--- src/rtl/snake_head_ctrl.sv ---
// Snake-head movement controller for the 640x640 bordered play field.
// Steps the head one GRID tile every FRAMES_PER_STEP frame ticks. Accepts
// direction commands through a one-entry pending register over a valid/ready
// handshake. Detects wall collision, or wraps at the walls when SNAKE_WRAP_EN
// is defined.
//
// Build option:
//   SNAKE_WRAP_EN  when defined, leaving the field wraps to the opposite legal
//                  edge, and DEAD / o_game_over are never reached.
//
// Ports:
//   i_clk_74M    74.25 MHz pixel clock
//   i_rst_n      synchronous active-low reset
//   i_vcnt       vertical counter from the timing generator
//   i_hcnt       horizontal counter from the timing generator
//   i_start      start/restart request, level sampled every clock
//   i_dir_valid  direction command valid
//   i_dir        direction: 0=right 1=down 2=left 3=up
//   o_dir_ready  a direction command can be accepted (RUN and pending empty)
//   o_x_pos      head top-left x
//   o_y_pos      head top-left y
//   o_step       one-cycle pulse, high in the cycle after a position update
//   o_state      0=IDLE 1=RUN 2=DEAD
//   o_game_over  high while in DEAD
module snake_head_ctrl #(
    parameter int unsigned GRID            = 32,
    parameter int unsigned FIELD_MIN       = 32,
    parameter int unsigned FIELD_MAX       = 576,
    parameter int unsigned START_X         = 320,
    parameter int unsigned START_Y         = 320,
    parameter int unsigned FRAMES_PER_STEP = 8,
    parameter int unsigned V_TICK          = 720
) (
    input  logic        i_clk_74M,
    input  logic        i_rst_n,
    input  logic [11:0] i_vcnt,
    input  logic [11:0] i_hcnt,
    input  logic        i_start,
    input  logic        i_dir_valid,
    input  logic [1:0]  i_dir,
    output logic        o_dir_ready,
    output logic [11:0] o_x_pos,
    output logic [11:0] o_y_pos,
    output logic        o_step,
    output logic [1:0]  o_state,
    output logic        o_game_over
);

    localparam int unsigned POS_W = 12;
    localparam int unsigned CNT_W = (FRAMES_PER_STEP > 1) ? $clog2(FRAMES_PER_STEP) : 1;

    localparam logic [POS_W-1:0] GRID_P   = POS_W'(GRID);
    localparam logic [POS_W-1:0] FMIN_P   = POS_W'(FIELD_MIN);
    localparam logic [POS_W-1:0] FMAX_P   = POS_W'(FIELD_MAX);
    localparam logic [POS_W-1:0] START_XP = POS_W'(START_X);
    localparam logic [POS_W-1:0] START_YP = POS_W'(START_Y);
    localparam logic [POS_W-1:0] HI_LIM   = POS_W'(FIELD_MAX - GRID);
    localparam logic [POS_W-1:0] LO_LIM   = POS_W'(FIELD_MIN + GRID);
    localparam logic [POS_W-1:0] V_TICK_P = POS_W'(V_TICK);
    localparam logic [CNT_W-1:0] CNT_LAST = CNT_W'(FRAMES_PER_STEP - 1);

`ifdef SNAKE_WRAP_EN
    localparam bit WRAP_EN = 1'b1;
`else
    localparam bit WRAP_EN = 1'b0;
`endif

    typedef enum logic [1:0] {
        ST_IDLE = 2'd0,
        ST_RUN  = 2'd1,
        ST_DEAD = 2'd2
    } state_t;

    localparam logic [1:0] DIR_R = 2'd0;
    localparam logic [1:0] DIR_D = 2'd1;
    localparam logic [1:0] DIR_L = 2'd2;
    localparam logic [1:0] DIR_U = 2'd3;

    state_t             state_q, state_nxt;
    logic [POS_W-1:0]   x_q, x_nxt;
    logic [POS_W-1:0]   y_q, y_nxt;
    logic [1:0]         dir_q, dir_nxt;
    logic               pend_valid_q, pend_valid_nxt;
    logic [1:0]         pend_dir_q, pend_dir_nxt;
    logic [CNT_W-1:0]   cnt_q, cnt_nxt;
    logic               step_d_q, step_d_nxt;
    logic               step_q;
    logic               ready_q, ready_nxt;
    logic               over_q, over_nxt;

    logic               tick_c;
    logic               xfer_c;
    logic               step_c;
    logic [1:0]         eff_dir_c;
    logic               hit_c;
    logic [POS_W-1:0]   x_mv_c, y_mv_c;

    // Frame tick: first pixel of the first blanking line
    assign tick_c = (i_vcnt == V_TICK_P) && (i_hcnt == '0);
    assign xfer_c = i_dir_valid && ready_q;

    // State register
    always_ff @(posedge i_clk_74M) begin
        if (!i_rst_n) begin
            state_q      <= ST_IDLE;
            x_q          <= START_XP;
            y_q          <= START_YP;
            dir_q        <= DIR_R;
            pend_valid_q <= 1'b0;
            pend_dir_q   <= DIR_R;
            cnt_q        <= '0;
            step_d_q     <= 1'b0;
            step_q       <= 1'b0;
            ready_q      <= 1'b0;
            over_q       <= 1'b0;
        end else begin
            state_q      <= state_nxt;
            x_q          <= x_nxt;
            y_q          <= y_nxt;
            dir_q        <= dir_nxt;
            pend_valid_q <= pend_valid_nxt;
            pend_dir_q   <= pend_dir_nxt;
            cnt_q        <= cnt_nxt;
            step_d_q     <= step_d_nxt;
            step_q       <= step_d_q;
            ready_q      <= ready_nxt;
            over_q       <= over_nxt;
        end
    end

    // Next-state, step sequencing and movement
    always_comb begin
        state_nxt      = state_q;
        x_nxt          = x_q;
        y_nxt          = y_q;
        dir_nxt        = dir_q;
        pend_valid_nxt = pend_valid_q;
        pend_dir_nxt   = pend_dir_q;
        cnt_nxt        = cnt_q;
        step_d_nxt     = 1'b0;
        step_c         = 1'b0;
        hit_c          = 1'b0;
        x_mv_c         = x_q;
        y_mv_c         = y_q;

        // Pending entry applies unless it reverses the current heading
        eff_dir_c = dir_q;
        if (pend_valid_q && (pend_dir_q != (dir_q ^ 2'd2))) begin
            eff_dir_c = pend_dir_q;
        end

        // Bounds are checked before add/sub so the 12-bit math never wraps
        case (eff_dir_c)
            DIR_R: begin
                if (x_q > HI_LIM) begin hit_c = 1'b1; x_mv_c = FMIN_P; end
                else              x_mv_c = x_q + GRID_P;
            end
            DIR_L: begin
                if (x_q < LO_LIM) begin hit_c = 1'b1; x_mv_c = FMAX_P; end
                else              x_mv_c = x_q - GRID_P;
            end
            DIR_D: begin
                if (y_q > HI_LIM) begin hit_c = 1'b1; y_mv_c = FMIN_P; end
                else              y_mv_c = y_q + GRID_P;
            end
            DIR_U: begin
                if (y_q < LO_LIM) begin hit_c = 1'b1; y_mv_c = FMAX_P; end
                else              y_mv_c = y_q - GRID_P;
            end
            default: ;
        endcase

        case (state_q)
            ST_IDLE: begin
                if (i_start) begin
                    state_nxt = ST_RUN;
                    cnt_nxt   = '0;
                end
            end
            ST_RUN: begin
                if (tick_c) begin
                    if (cnt_q == CNT_LAST) begin
                        cnt_nxt = '0;
                        step_c  = 1'b1;
                    end else begin
                        cnt_nxt = cnt_q + CNT_W'(1);
                    end
                end
                if (step_c) begin
                    step_d_nxt = 1'b1;
                    dir_nxt    = eff_dir_c;
                    if (hit_c && !WRAP_EN) begin
                        state_nxt = ST_DEAD;
                    end else begin
                        x_nxt = x_mv_c;
                        y_nxt = y_mv_c;
                    end
                end
                // A command accepted on the step cycle waits for the next step
                pend_valid_nxt = (pend_valid_q && !step_c) || xfer_c;
                if (xfer_c) begin
                    pend_dir_nxt = i_dir;
                end
            end
            ST_DEAD: begin
                if (i_start) begin
                    state_nxt      = ST_RUN;
                    x_nxt          = START_XP;
                    y_nxt          = START_YP;
                    dir_nxt        = DIR_R;
                    pend_valid_nxt = 1'b0;
                    cnt_nxt        = '0;
                end
            end
            default: begin
                state_nxt = ST_IDLE;
            end
        endcase

        ready_nxt = (state_nxt == ST_RUN) && !pend_valid_nxt;
        over_nxt  = (state_nxt == ST_DEAD) && !WRAP_EN;
    end

    assign o_dir_ready = ready_q;
    assign o_x_pos     = x_q;
    assign o_y_pos     = y_q;
    assign o_step      = step_q;
    assign o_state     = state_q;
    assign o_game_over = over_q;

endmodule

--- config.mk ---
export PLATFORM = sky130hd
export DESIGN_NAME = snake_head_ctrl
export DESIGN_NICKNAME = d
export VERILOG_FILES = /design/src/rtl/snake_head_ctrl.sv
export SDC_FILE = /design/constraint.sdc
export NUM_CORES = 1
export LEC_CHECK = 0
export CAP_MARGIN = 20
export CORE_ASPECT_RATIO = 0.9
export CORE_MARGIN = 2
export CORE_UTILIZATION = 40
export DETAILED_ROUTE_END_ITERATION = 10
export PLACE_DENSITY = 0.72
export REMOVE_ABC_BUFFERS = 1
export SYNTH_ARGS = -nofsm -noshare
export SYNTH_HDL_FRONTEND = slang
export SYNTH_SLANG_ARGS = --single-unit
--- constraint.sdc ---
create_clock -name i_clk_74M -period 3.45 [get_ports i_clk_74M]
set_input_delay 0.69 -clock i_clk_74M [delete_from_list [all_inputs] [get_ports i_clk_74M]]
set_output_delay 0.69 -clock i_clk_74M [all_outputs]
set_load 0.02 [all_outputs]
# Word-level counts from Yosys, hierarchy flattened
# Cells that the tools add are included.
word_totals:
  input_bits: 30
  ff_bits: 38
  out_inout_bits: 29
classes:
  n_addsub: 5
  muxes: 36
  order_cmp: 4
  n_bitwise: 1
  n_reduce_logical: 20
  n_eq_ne: 17
op_table:
  columns: ["cell", "count"]
  rows:
  - ["$mux 12", 9]
  - ["$pmux 12 s2", 4]
  - ["$add 12x6->12 const B", 2]
  - ["$gt 12x10->1 const B", 2]
  - ["$lt 12x7->1 const B", 2]
  - ["$sub 12x6->12 const B", 2]
  - ["$eq 12x10->1 const B", 1]
  - ["$logic_not 12->1", 1]
  - ["$mux 2", 6]
  - ["$reduce_and 5->1", 2]
  - ["$mux 1", 9]
  - ["$mux 3", 3]
  - ["$eq 2x2->1 const B", 4]
  - ["$pmux 2 s2", 2]
  - ["$eq 2x1->1 const B", 3]
  - ["$ne 2x2->1 const B", 3]
  - ["$ne 3x1->1 const B", 2]
  - ["$pmux 3 s2", 1]
  - ["$reduce_and 3->1", 2]
  - ["$logic_and 1x1->1", 5]
  - ["$logic_not 2->1", 2]
  - ["$ne 2x1->1 const B", 2]
  - ["$pmux 1 s4", 1]
  - ["$reduce_and 2->1", 2]
  - ["9 further kinds", 11]

# Logic depth before layout (Yosys ltp)
# Gate-level depths: netlist of the first run.
logic_depth:
  ltp_word: 11
  ltp_mapped: 9

# Worst setup path before layout of the first run
# No wires, ideal clock.
synth_path:
  path_type: "in2reg"
  start: "in i_hcnt[0]"
  end: "reg y_q[6], in the netlist o_y_pos[6]"
  stages: 6
  path_slack_ns: 1.041
  path_buffers: 0
  arrival_ns: 2.286
  setup_ns: 0.123
  cell_sequence: "nor4_1 -> nand4_1 -> nor3_4 -> nand3b_1 -> o31ai_4 -> mux2_1"
synth_between:
  elab_chain_cells: 6
synth_lines:
  columns: ["element", "line_no", "rtl"]
  rows:
  - ["from (decl)", "37", "input logic [11:0] i_hcnt,"]
  - ["$logic_not 12->1", "99", "assign tick_c = (i_vcnt == V_TICK_P) && (i_hcnt == '0);"]
  - ["$logic_and 1x1->1", "99", null]
  - ["$mux 1", "181", "if (tick_c) begin"]
  - ["$mux 1", "173", "case (state_q)"]
  - ["$ne 2x1->1 (no source line)", null, null]
  - ["$reduce_and 5->1 (no source line)", null, null]
  - ["to (signal assigned)", "119", "y_q <= y_nxt;"]
  - ["to (decl)", "81", "logic [POS_W-1:0] y_q, y_nxt;"]
# Every way passes these cells. The select of a mux whose other input is x is not followed.
# A chain may end at the register's enable or synchronous reset.

# Worst setup path after layout of the first run
layout_path:
  start: "in i_hcnt[1]"
  end: "reg y_q[6], in the netlist o_y_pos[6]"
# The elaborated chain is that of the path after synthesis.

==> results of run 1 <==
## synthesized netlist by cell type (all sizes together), types with 2 or more instances
cell type	n
nor2	13
inv	10
a31oi	4
buf	13
o211ai	2
mux2i	6
nand2	25
a22o	2
o21ai	16
nor4	8
nor2b	8
a221o	2
a211oi	4
o2111ai	2
nand2b	4
ha	10
xnor2	3
and2	5
xor2	4
a32o	2
clkbuf	9
nand4	3
a21oi	7
or4	4
dfxtp	28
nand3	13
and3	3
a32oi	2
o221ai	2
o21a	2
nor3	7
or2	3
o31ai	4
a211o	2
or3	5
a21boi	8
## critical path: stages
cell             delay, ns
clkdlybuf4s50_1       0.40
nor4_1                0.29
nand4_1               0.25
nor3_4                0.33
nand3b_1              0.18
o31ai_4               0.46
mux2_1                0.37
## layout make-up
class / instances / area [µm²] / area share (%)
repair buffers: 51 / 503 / 19.0
clock inverters: 1 / 30.0 / 1.14
inverters: 10 / 37.5 / 1.42
multi-input cells: 208 / 1390 / 52.5
clock buffers: 3 / 41.3 / 1.56
well taps: 67 / 83.8 / 3.17
flip-flops and latches: 28 / 561 / 21.2
## flip-flops by register name, summed over array words and instances (netlist names)
name and flops:
o_x_pos 7, o_y_pos 7, cnt_q 3, dir_q 2, o_state 2, pend_dir_q 2
o_dir_ready 1, o_game_over 1, o_step 1, pend_valid_q 1, step_d_q 1
## per-stage QoR
| step | cells | util (%) | worst slack (ns) |
|---|---|---|---|
| after floorplan | 246 | - | 1.04 |
| after global routing | 368 | 51.2 | 0.472 |
| after global placement | 364 | 49.9 | 0.452 |
| after detailed placement | 364 | 49.9 | 0.358 |
| final | 368 | 51.2 | 0.651 |
| after CTS | 368 | 51.2 | 0.642 |
## worst paths after layout
path / startpoint / to / depth (start not counted)
setup / recovery: i_hcnt[1] / o_y_pos[6]$_SDFFE_PN1P_ / 7
hold / removal: step_d_q$_SDFF_PN0_ / o_step$_SDFF_PN0_ / 1
setup reg to reg: pend_valid_q$_SDFF_PN0_ / o_y_pos[6]$_SDFFE_PN1P_ / 6
hold reg to reg: step_d_q$_SDFF_PN0_ / o_step$_SDFF_PN0_ / 1
## placed cells by master (no fill, tap or decap), types with 5 or more instances in the layout
cell type | netlist | layout
a21oi_1 | 7 | 7
inv_1 | 10 | 10
clkdlybuf4s50_1 | 0 | 48
o21ai_0 | 13 | 13
conb_1 | 1 | 10
nor4_1 | 7 | 7
nand3_1 | 13 | 13
nor2_1 | 13 | 13
dfxtp_1 | 28 | 28
a21boi_0 | 5 | 5
ha_1 | 10 | 10
nor3_1 | 6 | 6
mux2i_1 | 6 | 6
nor2b_1 | 8 | 8
and2_1 | 5 | 5
nand2_1 | 25 | 25
## kinds of logic (layout without fill, tap and decap cells)
kind of cell             count (synthesis)  count (layout)
XOR/XNOR                                 7               7
adder cells (fa/ha/maj)                 10              10
AO/OA/AOI/OAI                           67              67
AND/OR/NAND/NOR                        107             107
buffers and inverters                   32              65
multiplexers                             7               7
other                                    1              10
flip-flops                              28              28
## layer usage
metal  track usage [%]  vias to the layer above  routed length, µm
met1              26.9                      929               2660
met5                 0                        -                  0
met3              2.97                        7                192
li1                  -                     1025                  -
met4              4.14                        0                 56
met2              27.9                       41               2180
## power by group through the flow
stage	Combinational, mW	Clock [mW]	Sequential (mW)
after floorplan	0.0646	0	0.353
after global placement	0.135	0	0.349
after detailed placement	0.136	0	0.349
after CTS	0.136	0.273	0.341
after global routing	0.151	0.284	0.343
final	0.137	0.265	0.341
==> run_results.csv, run 1 <==
group,metric,value,unit
status,status,"finished clean",
job,cap_violations,0,
power_and_ir_drop,power_leakage,0.981,nW
timing,period_share,81.1,%
timing,final_max_slew_viol_count,0,
timing,fmax,357,MHz
setup_path,end_kind,"flip-flop",
timing,worst_pin_slew,0.769,ns
global_routing,grt_overflow,0,
power_and_ir_drop,p_sw_share,25.5,%
clocking,cts_tree,"yes",
yosys,yosys.area_share.simple,28.5,%
detailed_routing,viasPerCell,5.44,
place,port_buffers,48,
timing,slew_headroom,48.2,%
yosys,synthTopCellsByArea,"dfxtp_1 (27%), ha_1 (6.0%), nand2_1 (4.5%), buf_4 (3.9%), nand3_1 (3.1%)",
power_and_ir_drop,internal_power,0.553,mW
power_and_ir_drop,power.switching,0.190,mW
yosys,async_flop_share,0,%
clocking,clk_pin_slew_worst_paths,0.10,ns
floorplanning,core-area,5160,µm²
clocking,cts_max_level,1,
setup_path,critical_path_required,3.62,ns
power_and_ir_drop,max-vdd-ir-drop,0.146,mV
yosys,ys_seq_area_share,26.7,%
timing,rsz0062_at_grt,"no",
power_and_ir_drop,pwr-share-clk,35.7,%
clocking,root_buffer,"clkbuf_8",
detailed_routing,drt_iter0_markers,139,
yosys,ys_ff_latch,28,
power_and_ir_drop,power,0.743,mW
power_and_ir_drop,comb_power_share,18.5,%
floorplanning,fp.dieW,80.4,µm
detailed_routing,dr.pass1.iters,6,
timing,holdWs,0.445,ns
yosys,yosys_warnings,0,
yosys,post_synth.cell_area_avg,8.12,µm²
detailed_routing,drtAntennaViolNets,0,
global_routing,grt_pass1_wl,8.51,mm
power_and_ir_drop,power_density,281,nW/µm²
timing,hold_viol,0,
yosys,yosysUniqueCellTypes,63,
global_routing,grt_start_max_net_pins,23,
yosys,post-synth-top-area-cell,"dfxtp_1",
timing,finalSetupViolations,0,
timing,fin_crit,2.80,ns
clocking,postCtsHoldBufs,0,
floorplanning,die_y,72.8,µm
setup_path,start_kind,"input port",
global_routing,grt_pass1_vias,1803,
place,routabilityCongestion,0.818,
global_routing,antenna_found_initial,0,
yosys,yosys.area_share.adder,5.95,%
power_and_ir_drop,seq_power_share,45.9,%
yosys,synth_flop_cell,"dfxtp_1",
setup_path,path_class,"in -> reg",
place,post-dp-hpwl,3.90,mm
clocking,cts_resized,0,
hold_path,hp-class,"reg -> reg",
clocking,clkSinkCount,28,
setup_path,crit_arrival,2.97,ns
yosys,synthMuxAreaShare,3.39,%
floorplanning,ios,59,
yosys,synthXorXnorAreaFrac,2.92,%
clocking,post_cts_buffers,0,
timing,setup_tns,0,ns
detailed_routing,routedWlPerCell,13.8,µm
floorplanning,start_util,40.7,%
floorplanning,die-area,5850,µm²
cells_and_area,antenna_cells,0,
detailed_routing,remaining_drc_errors,0,
place,post_dp_cell_area,2570,µm²
setup_path,cp_max_fo,7,
yosys,synth_top_area_share,26.7,%
detailed_routing,vias,2002,
yosys,syn_inst,259,
clocking,clock_latency,0.28,ns
global_routing,track_usage,18.2,%
cells_and_area,design_area,2650,µm²
yosys,synth_edf_count,0,
clocking,numCtsBuffers,3,
cells_and_area,area_growth,25.8,%
floorplanning,rows,25,
setup_path,r2r_setup_slack,0.96,ns
cells_and_area,num-fill-cells,514,
clocking,clockBufferDepth,2,
detailed_routing,routed_wl,5.09,mm
yosys,synth_top_family_by_area,"simple AND/OR/NAND/NOR gates",
cells_and_area,fin_nets,342,
cells_and_area,layout-drive-gt1-share,6.98,%
yosys,syn_area,2100,µm²
yosys,synth_compound_area_share,23.6,%
timing,fin_skew,0.00789,ns
No activity file was read; power rests on OpenSTA's default activity.
==> run 2: changes to the inputs <==
Settings changed: PLACE_DENSITY 0.72 to 0.74.
Clock period 3.45 ns to 2.4 ns, I/O delays scaled along.
==> run_results.csv, run 2 (synthesized netlist as in run 1, its figures left out) <==
group,metric,value,unit
detailed_routing,viasPerCell,5.40,
cells_and_area,design_area,2830,µm²
global_routing,antenna_found_initial,0,
timing,slew_headroom,65.3,%
timing,fmax,427,MHz
cells_and_area,num-fill-cells,490,
job,cap_violations,0,
clocking,clock_latency,0.28,ns
detailed_routing,routedWlPerCell,13.9,µm
detailed_routing,drtAntennaViolNets,0,
detailed_routing,routed_wl,5.36,mm
cells_and_area,final_cell_mix,"clkdlybuf4s50_1 (41), dfxtp_1 (28), nand2_1 (25)",
timing,period_share,97.6,%
clocking,numCtsBuffers,3,
setup_path,r2r-end,"o_y_pos[6]$_SDFFE_PN1P_",
cells_and_area,antenna_cells,0,
timing,finalSetupViolations,0,
clocking,root_buffer,"clkbuf_8",
setup_path,start_kind,"input port",
global_routing,grt_pass1_wl,8.67,mm
floorplanning,die-area,5850,µm²
timing,fin_crit,2.34,ns
floorplanning,rows,25,
power_and_ir_drop,power,1.01,mW
floorplanning,core-area,5160,µm²
status,status,"finished clean",
timing,worst_pin_slew,0.515,ns
cells_and_area,final_common_cell,"clkdlybuf4s50_1",
global_routing,grt_start_max_net_pins,19,
setup_path,end_kind,"flip-flop",
detailed_routing,vias,2088,
clocking,clkSinkCount,28,
global_routing,track_usage,18.6,%
timing,final_max_slew_viol_count,0,
setup_path,cp_max_fo,3,
place,port_buffers,48,
power_and_ir_drop,power_leakage,1.14,nW
detailed_routing,remaining_drc_errors,0,
global_routing,grt_overflow,0,
place,post_dp_cell_area,2710,µm²
cells_and_area,fin_nets,361,
hold_path,whs_path_depth,1,
cells_and_area,area_growth,34.5,%
setup_path,crit_arrival,2.56,ns
setup_path,critical_path_required,2.62,ns
timing,holdWs,0.440,ns
place,post-dp-hpwl,4.13,mm
setup_path,rr_worst_depth,6,
hold_path,holdPathEnd,"o_step$_SDFF_PN0_",
detailed_routing,dr.pass1.iters,4,
detailed_routing,drt_iter0_markers,132,
cells_and_area,layout-drive-gt1-share,13.8,%
setup_path,timing.rr.start,"pend_valid_q$_SDFF_PN0_",
global_routing,grt_pass1_vias,1811,
setup_path,path_class,"in -> reg",
hold_path,min_from,"step_d_q$_SDFF_PN0_",
timing,hold_viol,0,
hold_path,hp-class,"reg -> reg",
clocking,cts_tree,"yes",
place,routabilityCongestion,0.839,
clocking,clockBufferDepth,2,
floorplanning,start_util,40.7,%
power_and_ir_drop,max-vdd-ir-drop,0.256,mV
clocking,clk_pin_slew_worst_paths,0.09,ns
power_and_ir_drop,power_density,358,nW/µm²
floorplanning,die_y,72.8,µm
floorplanning,fp.dieW,80.4,µm
setup_path,r2r_setup_slack,0.20,ns
clocking,cts_max_level,1,
floorplanning,ios,59,
timing,fin_skew,0.00283,ns
run 2: what timing repair did:
action,4_1_cts,5_1_grt
gates resized for setup,0,16
endpoints found under the setup margin,1,10
pin swaps,1,16
hold buffers,0,0
buffers inserted,0,1
run 2: area by class of cell:
cell class              instances  area [µm²]  area share, %
multi-input cells             208        1420           50.3
clock buffers                   4        55.1           1.95
repair buffers                 70         667           23.6
well taps                      67        83.8           2.97
flip-flops and latches         28         561           19.8
inverters                      10        37.5           1.33
run 2: how the worst max path moves through the flow:
stage	from	endpoint	slack (ns)	cells after the start
after floorplan	o_x_pos[8]$_SDFFE_PN1P_	o_x_pos[10]$_SDFFE_PN0P_	0.11	6
after global placement	i_hcnt[0]	o_x_pos[10]$_SDFFE_PN0P_	-0.23	8
after detailed placement	i_hcnt[0]	dir_q[1]$_SDFFE_PN0P_	-0.29	9
after CTS	i_hcnt[0]	dir_q[1]$_SDFFE_PN0P_	0.01	9
after global routing	i_hcnt[4]	cnt_q[0]$_SDFFE_PN0P_	-0.004	7
final	i_hcnt[9]	cnt_q[0]$_SDFFE_PN0P_	0.06	7
run 2: power breakdown:
group          total, mW  switching [mW]  internal (mW)
combinational      0.229           0.113          0.116
sequential         0.488          0.0126          0.475
clock              0.295           0.148          0.147
total               1.01           0.274          0.738
run 2: metal layers:
layer	vias up	part of all wire (%)	global-route usage, %
li1	1064	-	-
met1	969	51	27.4
met2	49	44	28.0
met3	6	4.3	3.47
met4	0	1.0	4.33
met5	-	0	0
run 2: critical path, cell delays in order:
cell and delay [ns]:
clkdlybuf4s50_1 0.42, nor4_2 0.26, nand4_1 0.23, or2_1 0.29, a211o_1 0.27, or4_1 0.47
a21boi_1 0.14
run 2: metrics by stage:
step	util, %	TNS, ns	cells	setup WS [ns]
2_1_floorplan	-	0	246	0.113
3_3_place_gp	52.5	-2.56	382	-0.233
3_5_place_dp	52.5	-3.45	382	-0.293
4_1_cts	53.6	0	386	0.0119
5_1_grt	54.8	-0.00394	387	-0.00394
6_report	54.8	0	387	0.0571
==> run 3: changes to the inputs <==
Settings changed: ABC_AREA set to 0.
==> results of run 3 <==
Final layout, timing and power as in run 2 (identical DEF).
